[src/rtl/axi_wr_ctrl.sv]
// User-to-AXI write burst master: one request -> AW, awlen+1 W beats, B response.
// A rising edge on wr_req while idle and calibrated starts a burst.
module axi_wr_ctrl #(
   parameter int ADDR_WIDTH = 28,
   parameter int DATA_WIDTH = 256
) (
   input  logic                    clk_100M,
   input  logic                    rst,
   input  logic                    init_done,
   input  logic                    wr_req,
   input  logic [ADDR_WIDTH-1:0]   wr_addr,
   input  logic [3:0]              awlen,
   input  logic [DATA_WIDTH-1:0]   wr_data,
   output logic                    wr_data_req,
   output logic                    wr_busy,
   output logic                    wr_done,
   output logic                    wr_err,
   output logic [ADDR_WIDTH-1:0]   axi_awaddr,
   output logic [3:0]              axi_awlen,
   output logic                    axi_awvalid,
   input  logic                    axi_awready,
   output logic [DATA_WIDTH-1:0]   axi_wdata,
   output logic [DATA_WIDTH/8-1:0] axi_wstrb,
   output logic                    axi_wvalid,
   output logic                    axi_wlast,
   input  logic                    axi_wready,
   input  logic                    axi_bvalid,
   input  logic [1:0]              axi_bresp,
   output logic                    axi_bready
);

   typedef enum logic [1:0] {IDLE, ADDR, DATA, RESP} state_t;

   state_t     state;
   logic       wr_req_d;
   logic [3:0] beat_cnt;
   logic       accept;

   assign accept      = wr_req & ~wr_req_d & init_done & (state == IDLE);
   assign wr_data_req = axi_wvalid & axi_wready;
   assign axi_wdata   = wr_data;
   assign axi_wstrb   = '1;
   assign axi_wlast   = axi_wvalid & (beat_cnt == axi_awlen);

   always_ff @(posedge clk_100M or posedge rst) begin
      if (rst) begin
         state       <= IDLE;
         wr_req_d    <= 1'b0;
         beat_cnt    <= '0;
         wr_busy     <= 1'b0;
         wr_done     <= 1'b0;
         wr_err      <= 1'b0;
         axi_awaddr  <= '0;
         axi_awlen   <= '0;
         axi_awvalid <= 1'b0;
         axi_wvalid  <= 1'b0;
         axi_bready  <= 1'b0;
      end else begin
         wr_req_d <= wr_req;
         wr_done  <= 1'b0;
         case (state)
            IDLE: begin
               if (accept) begin
                  state       <= ADDR;
                  axi_awvalid <= 1'b1;
                  wr_busy     <= 1'b1;
                  axi_awaddr  <= wr_addr;
                  axi_awlen   <= awlen;
                  wr_err      <= 1'b0;
                  beat_cnt    <= '0;
               end
            end
            ADDR: begin
               if (axi_awvalid && axi_awready) begin
                  axi_awvalid <= 1'b0;
                  axi_wvalid  <= 1'b1;
                  state       <= DATA;
               end
            end
            DATA: begin
               if (axi_wvalid && axi_wready) begin
                  // Counter returns to 0 on the last beat so it never exceeds awlen.
                  if (axi_wlast) begin
                     beat_cnt   <= '0;
                     axi_wvalid <= 1'b0;
                     axi_bready <= 1'b1;
                     state      <= RESP;
                  end else begin
                     beat_cnt   <= beat_cnt + 4'd1;
                  end
               end
            end
            RESP: begin
               if (axi_bvalid && axi_bready) begin
                  axi_bready <= 1'b0;
                  wr_done    <= 1'b1;
                  wr_busy    <= 1'b0;
                  wr_err     <= (axi_bresp != 2'b00);
                  state      <= IDLE;
               end
            end
            default: state <= IDLE;
         endcase
      end
   end

endmodule

[config.mk]
export PLATFORM = sky130hd
export DESIGN_NAME = axi_wr_ctrl
export DESIGN_NICKNAME = d
export VERILOG_FILES = /design/src/rtl/axi_wr_ctrl.sv
export SDC_FILE = /design/constraint.sdc
export NUM_CORES = 1
export LEC_CHECK = 0
export ABC_AREA = 1
export CAP_MARGIN = 10
export CORE_AREA = 2 2 243 245
export DETAILED_ROUTE_END_ITERATION = 8
export DIE_AREA = 0 0 245 247
export GPL_TIMING_DRIVEN = 0
export SETUP_SLACK_MARGIN = 0.05
export SYNTH_ARGS = -nofsm -noshare
export SYNTH_HDL_FRONTEND = slang
export SYNTH_SLANG_ARGS = --single-unit
[constraint.sdc]
create_clock -name clk_100M -period 1.45 [get_ports clk_100M]
set_input_delay 0.2175 -clock clk_100M [delete_from_list [all_inputs] [get_ports clk_100M]]
set_output_delay 0.2175 -clock clk_100M [all_outputs]
set_load 0.02 [all_outputs]
**After elaboration in Yosys (flattened, before gate mapping)**

Cells that the tools add are included.

- Flip-flop bits (word level): 45
- Logic and storage cells: 71
- Input port bits: 297

- Multiplexer cells: 27
- Add/sub/neg operators: 1
- Bitwise gates (word level): 6
- Reduce and logical (&&, ||, !) cells: 17
- Eq/ne operators: 9

Operator list:

| operator | count |
|---|---|
| $mux W1 | 12 |
| $mux W4 | 3 |
| $reduce_bool A2 Y1 | 6 |
| $mux W2 | 5 |
| $ne A2 B2 Y1 const B | 5 |
| $pmux W1 S2 | 5 |
| $reduce_and A3 Y1 | 3 |
| $pmux W2 S4 | 1 |
| $pmux W4 S2 | 1 |
| $reduce_and A4 Y1 | 2 |
| $and A1 B1 Y1 | 5 |
| $reduce_and A5 Y1 | 1 |
| $add A4 B1 Y4 const B | 1 |
| $eq A2 B2 Y1 const B | 2 |
| $eq A4 B4 Y1 | 1 |
| $logic_and A1 B1 Y1 | 3 |
| $eq A2 B1 Y1 const B | 1 |
| $logic_not A2 Y1 | 1 |
| $reduce_and A2 Y1 | 1 |
| $not A1 Y1 | 1 |

**Longest topological paths before layout**

- Depth after elaboration: 6
- Gate-level depth with buffers: 9
- Depth with buffers taken out: 9

**Worst setup path after synthesis**

No wires, ideal clock.

- Path type: reg2reg
- Start: reg state[0]
- End: reg beat_cnt[0]
- Data arrival time: 1.263 ns
- Clock period less this slack: 1.390 ns
- Stages on the path, launching flop included: 10
- Buffers on the path: 1
- Path slack: 0.060 ns
- Cell sequence: dfrtp_1 -> inv_1 -> ha_1 -> buf_4 -> nor2_1 -> a21oi_2 -> nand2_2 -> inv_1 -> nand4_1 -> o21ai_0

- Longest elaborated chain between the ends: 4
- Elaborated cells on any way between the ends: 8
- Those cells by class: 3 x eq/ne; 1 x mux; 1 x bitwise; 3 x reduce/logical

RTL lines:

| item | line | RTL |
|---|---|---|
| start: declaration | 34 | `state_t state;` |
| start signal: assignment | 47 | `state <= IDLE;` |
| start signal: assignment | 64 | `state <= ADDR;` |
| start signal: assignment | 77 | `state <= DATA;` |
| $logic_not A2 Y1 | 39, 61 |  |
| $and A1 B1 Y1 | 39 | `assign accept = wr_req & ~wr_req_d & init_done & (state == IDLE);` |
| $ne A2 B2 Y1 (no line) | -- |  |
| $reduce_and A3 Y1 (no line) | -- |  |
| end signal: assignment | 89 | `beat_cnt <= beat_cnt + 4'd1;` |
| end: declaration | 36 | `logic [3:0] beat_cnt;` |

Several ways; a longest one is shown, not always the timed one.
A chain may end at the register's enable or synchronous reset.

**Worst setup path in the final report**

- Start: reg axi_awlen[0]
- End: out axi_wlast

- Longest elaborated chain between the ends: 2

RTL lines:

| item | line | RTL |
|---|---|---|
| start: declaration | 19 | `output logic [3:0] axi_awlen,` |
| start signal: assignment | 68 | `axi_awlen <= awlen;` |
| $eq A4 B4 Y1 | 43 | `assign axi_wlast = axi_wvalid & (beat_cnt == axi_awlen);` |
| $and A1 B1 Y1 | 43 |  |
| end: declaration | 25 | `output logic axi_wlast,` |

No other way between the ends.

==> metrics.md <==
| Metric | Value |
|---|---|
| Result of the run | `finished, violations left` |
| Failing checks | `setup timing` |
| Dpl hpwl | `18.30 mm` |
| Avg WL per Cell | `13.02 µm` |
| Deepest clock path buffer count | `2` |
| Drc violations | `0` |
| Post-Syn Area per Cell | `7.916 µm²` |
| TritonCTS Buffers | `5` |
| Max_cap viols | `0` |
| Crit. End Element | `output port` |
| Total die area | `60,520 µm²` |
| Setup TNS Final | `-1.060 ns` |
| Gr usage total | `6.430%` |
| Leakage | `4.452 nW` |
| Setup ws final | `-0.06326 ns` |
| Fin nets | `1,239` |
| Sequential element share of the synthesized area | `26.99%` |
| N_diodes | `0` |
| Max Clk Rate | `660.8 MHz` |
| Routability cong. | `0.8117` |
| Synth Area in Adders | `1.500%` |
| Final WL | `22.28 mm` |
| Post-synthesis xor/xnor area fraction | `0.6299%` |
| Worst-path cell chain | `inv_1, nand2_1, nand2_2, nor2_2, nand3_2, inv_2, buf_8` |
| Final Hold Fails | `0` |
| Vias per Instance | `2.627` |
| Initial antenna violation count | `3` |
| Total global routing overflow | `0` |
| Initial core utilization | `7.163%` |
| CTS root buffer | `clkbuf_16` |
| Clk sinks | `45` |
| Layout cells sized above 1 | `48.19%` |
| Syn. warnings | `0` |
| Minimum clock period | `1.513 ns` |
| Worst hold slack | `0.1911 ns` |
| H-tree depth | `2` |
| Endpoints failing setup | `33` |
| Num rows | `89` |
| Crit Path Class | `reg2out` |
| CP Data Arrival Time | `1.30 ns` |
| Crit share post-route | `104.4%` |
| Layout area overhead | `132.8%` |
| Layout Utilization | `16.67%` |
| Die Span Y | `247 µm` |
| Startpoint Class | `register` |
| Worst-path maximum fanout | `3` |
| Post-synthesis compound-gate area fraction | `2.490%` |
| Cell family with most CP delay | `flip-flops` |
| Worst hold path class | `in2async` |
| Peak supply drop | `0.0004531 V` |
| Core region area | `58,240 µm²` |
| CP required | `1.23 ns` |
| Max incr delay on CP | `0.37 ns` |
| Mapped cell area | `4172 µm²` |
| First-pass GRT wire length | `27.30 mm` |
| Multiplexer area fraction after synthesis | `0%` |
| Pin count of the biggest net entering global routing | `35` |
| FILL cells | `6,539` |
| FF+latch count, synth | `45` |
| Die X | `245 µm` |
| Pwr/cell area | `1063 nW/µm²` |
| Final ANT Viol Nets | `0` |
| Vias in the first global route | `4,208` |
| Top Ports | `625` |
| DP Worst Slack | `-0.6765 ns` |
| Clock network latency to the later pin of the worst-skew pair | `0.33 ns` |
| Syn Inst Count | `527` |
| Crit path max-delay cell type | `dfrtp_1` |
| Pre-antenna DRT Iters | `4` |
| Clock slew at reported path FFs | `0.08 ns` |
| CTS tree | `yes` |
| Vias | `4,494` |
| RSZ-0062 raised after global routing | `yes` |
| Worst Clk Skew | `0.009641 ns` |
| Cell variety after synth | `23` |
| Hold-fix buffers at CTS | `0` |
| Largest family of logic cells by synthesized area | `buffers and inverters` |
| Initial drt markers | `82` |
| Simple-gate share of the synthesized area | `13.95%` |
| PortBufs | `336` |
| Slew Limit Fails | `0` |
| Crit path buf inv count | `3` |
==> cells by family (layout without fill, tap and decap cells) <==
logic type               after synthesis  after routing
flip-flops                            45             45
AND/OR/NAND/NOR                      141            141
other                                  1             32
adder cells (fa/ha/maj)                5              5
AO/OA/AOI/OAI                         19             19
XOR/XNOR                               3              3
buffers and inverters                313            693
==> through the flow <==
| step | instance area (µm²) | std cells | power (mW) |
|---|---|---|---|
| CTS | 9171 | 1697 | 9.549 |
| finish | 9711 | 1711 | 10.32 |
| global placement | 8618 | 1667 | 7.627 |
| global route | 9711 | 1711 | 11.07 |
| floorplan | 4288 | 558 | 5.115 |
| detailed placement | 8638 | 1668 | 7.673 |
==> synth_stat cells (all sizes together) <==
master    n  area [µm²]
nand3     5       30.03
nand3b    1       20.02
o21ai    14       70.07
a21oi     4       27.53
xnor2     2       17.52
nor2     10       47.55
xor2      1       8.760
nand2   121       459.2
conb      1       3.750
buf     295        2200
dfrtp    45        1126
ha        5       62.56
inv      18       67.57
nand4     4       25.02
o22ai     1       6.260
==> path summary, 6_finish.rpt <==
path	startpoint	to	slack [ns]	cells past startpoint
max	axi_awlen[0]	axi_wlast	-0.06	7
min	rst	axi_awlen[3]	0.19	2
max reg2reg	state[0]	axi_awaddr[11]	-0.05	9
min reg2reg	axi_awaddr[9]	axi_awaddr[9]	0.49	2
max in group asynchronous	rst	axi_wvalid	0.69	3
min in group clk_100M	wr_addr[21]	axi_awaddr[21]	0.43	3
==> flip-flops by register name (all words and copies together) (netlist names) <==
name,cells
wr_done,1
axi_awaddr,28
beat_cnt,4
state,2
axi_awlen,4
wr_err,1
axi_wvalid,1
wr_req_d,1
wr_busy,1
axi_bready,1
axi_awvalid,1
==> layout make-up <==
| cell class | instances | area [µm²] | area share, % |
|---|---|---|---|
| Timing Repair Buffer | 373 | 3810 | 39.23 |
| Sequential cell | 45 | 1129 | 11.62 |
| Tap cell | 773 | 967.2 | 9.960 |
| Clock buffer | 5 | 125.1 | 1.288 |
| Buffer | 294 | 2258 | 23.26 |
| Clock inverter | 3 | 50.05 | 0.5154 |
| Multi-Input combinational cell | 200 | 1289 | 13.27 |
| Inverter | 18 | 82.58 | 0.8504 |
==> layer usage <==
metal,GRT usage (%),wire [µm],vias up
met5,0,36,-
met4,2.098,262,6
met3,3.006,2579,14
met2,10.96,11100,327
met1,7.038,8303,2039
li1,-,-,2108
==> timing repair <==
item / 4_1_cts / 5_1_grt
setup endpoints to repair: 83 / 48
hold endpoints to repair: 0 / 0
setup buffers: 20 / 12
resized for setup: 117 / 125
pin swaps: 10 / 33
gates cloned: 2 / 4
==> worst reg2reg max path: cells and delay by family, from the launching register on <==
family	cells	cell delay, ns
flip-flops	1	0.42
adder cells (fa/ha/maj)	1	0.16
buffers and inverters	5	0.58
AND/OR/NAND/NOR	3	0.27
==> layout by cell type (no fill, tap or decap), drive strengths merged, types with 2 or more instances in the layout <==
cell type / count
buf: 332
clkdlybuf4s50: 296
nand2: 121
dfrtp: 45
conb: 32
dlygate4sd2: 32
inv: 19
o21ai: 14
clkbuf: 11
nor2: 10
nand3: 5
ha: 5
nand4: 4
a21oi: 4
xnor2: 2
==> where the power goes <==
group	total (mW)	internal, mW	switching [mW]
logic	6.45	3.13	3.32
registers	2.35	1.82	0.537
clock network	1.52	0.833	0.687
No activity file was read; power rests on OpenSTA's default activity.
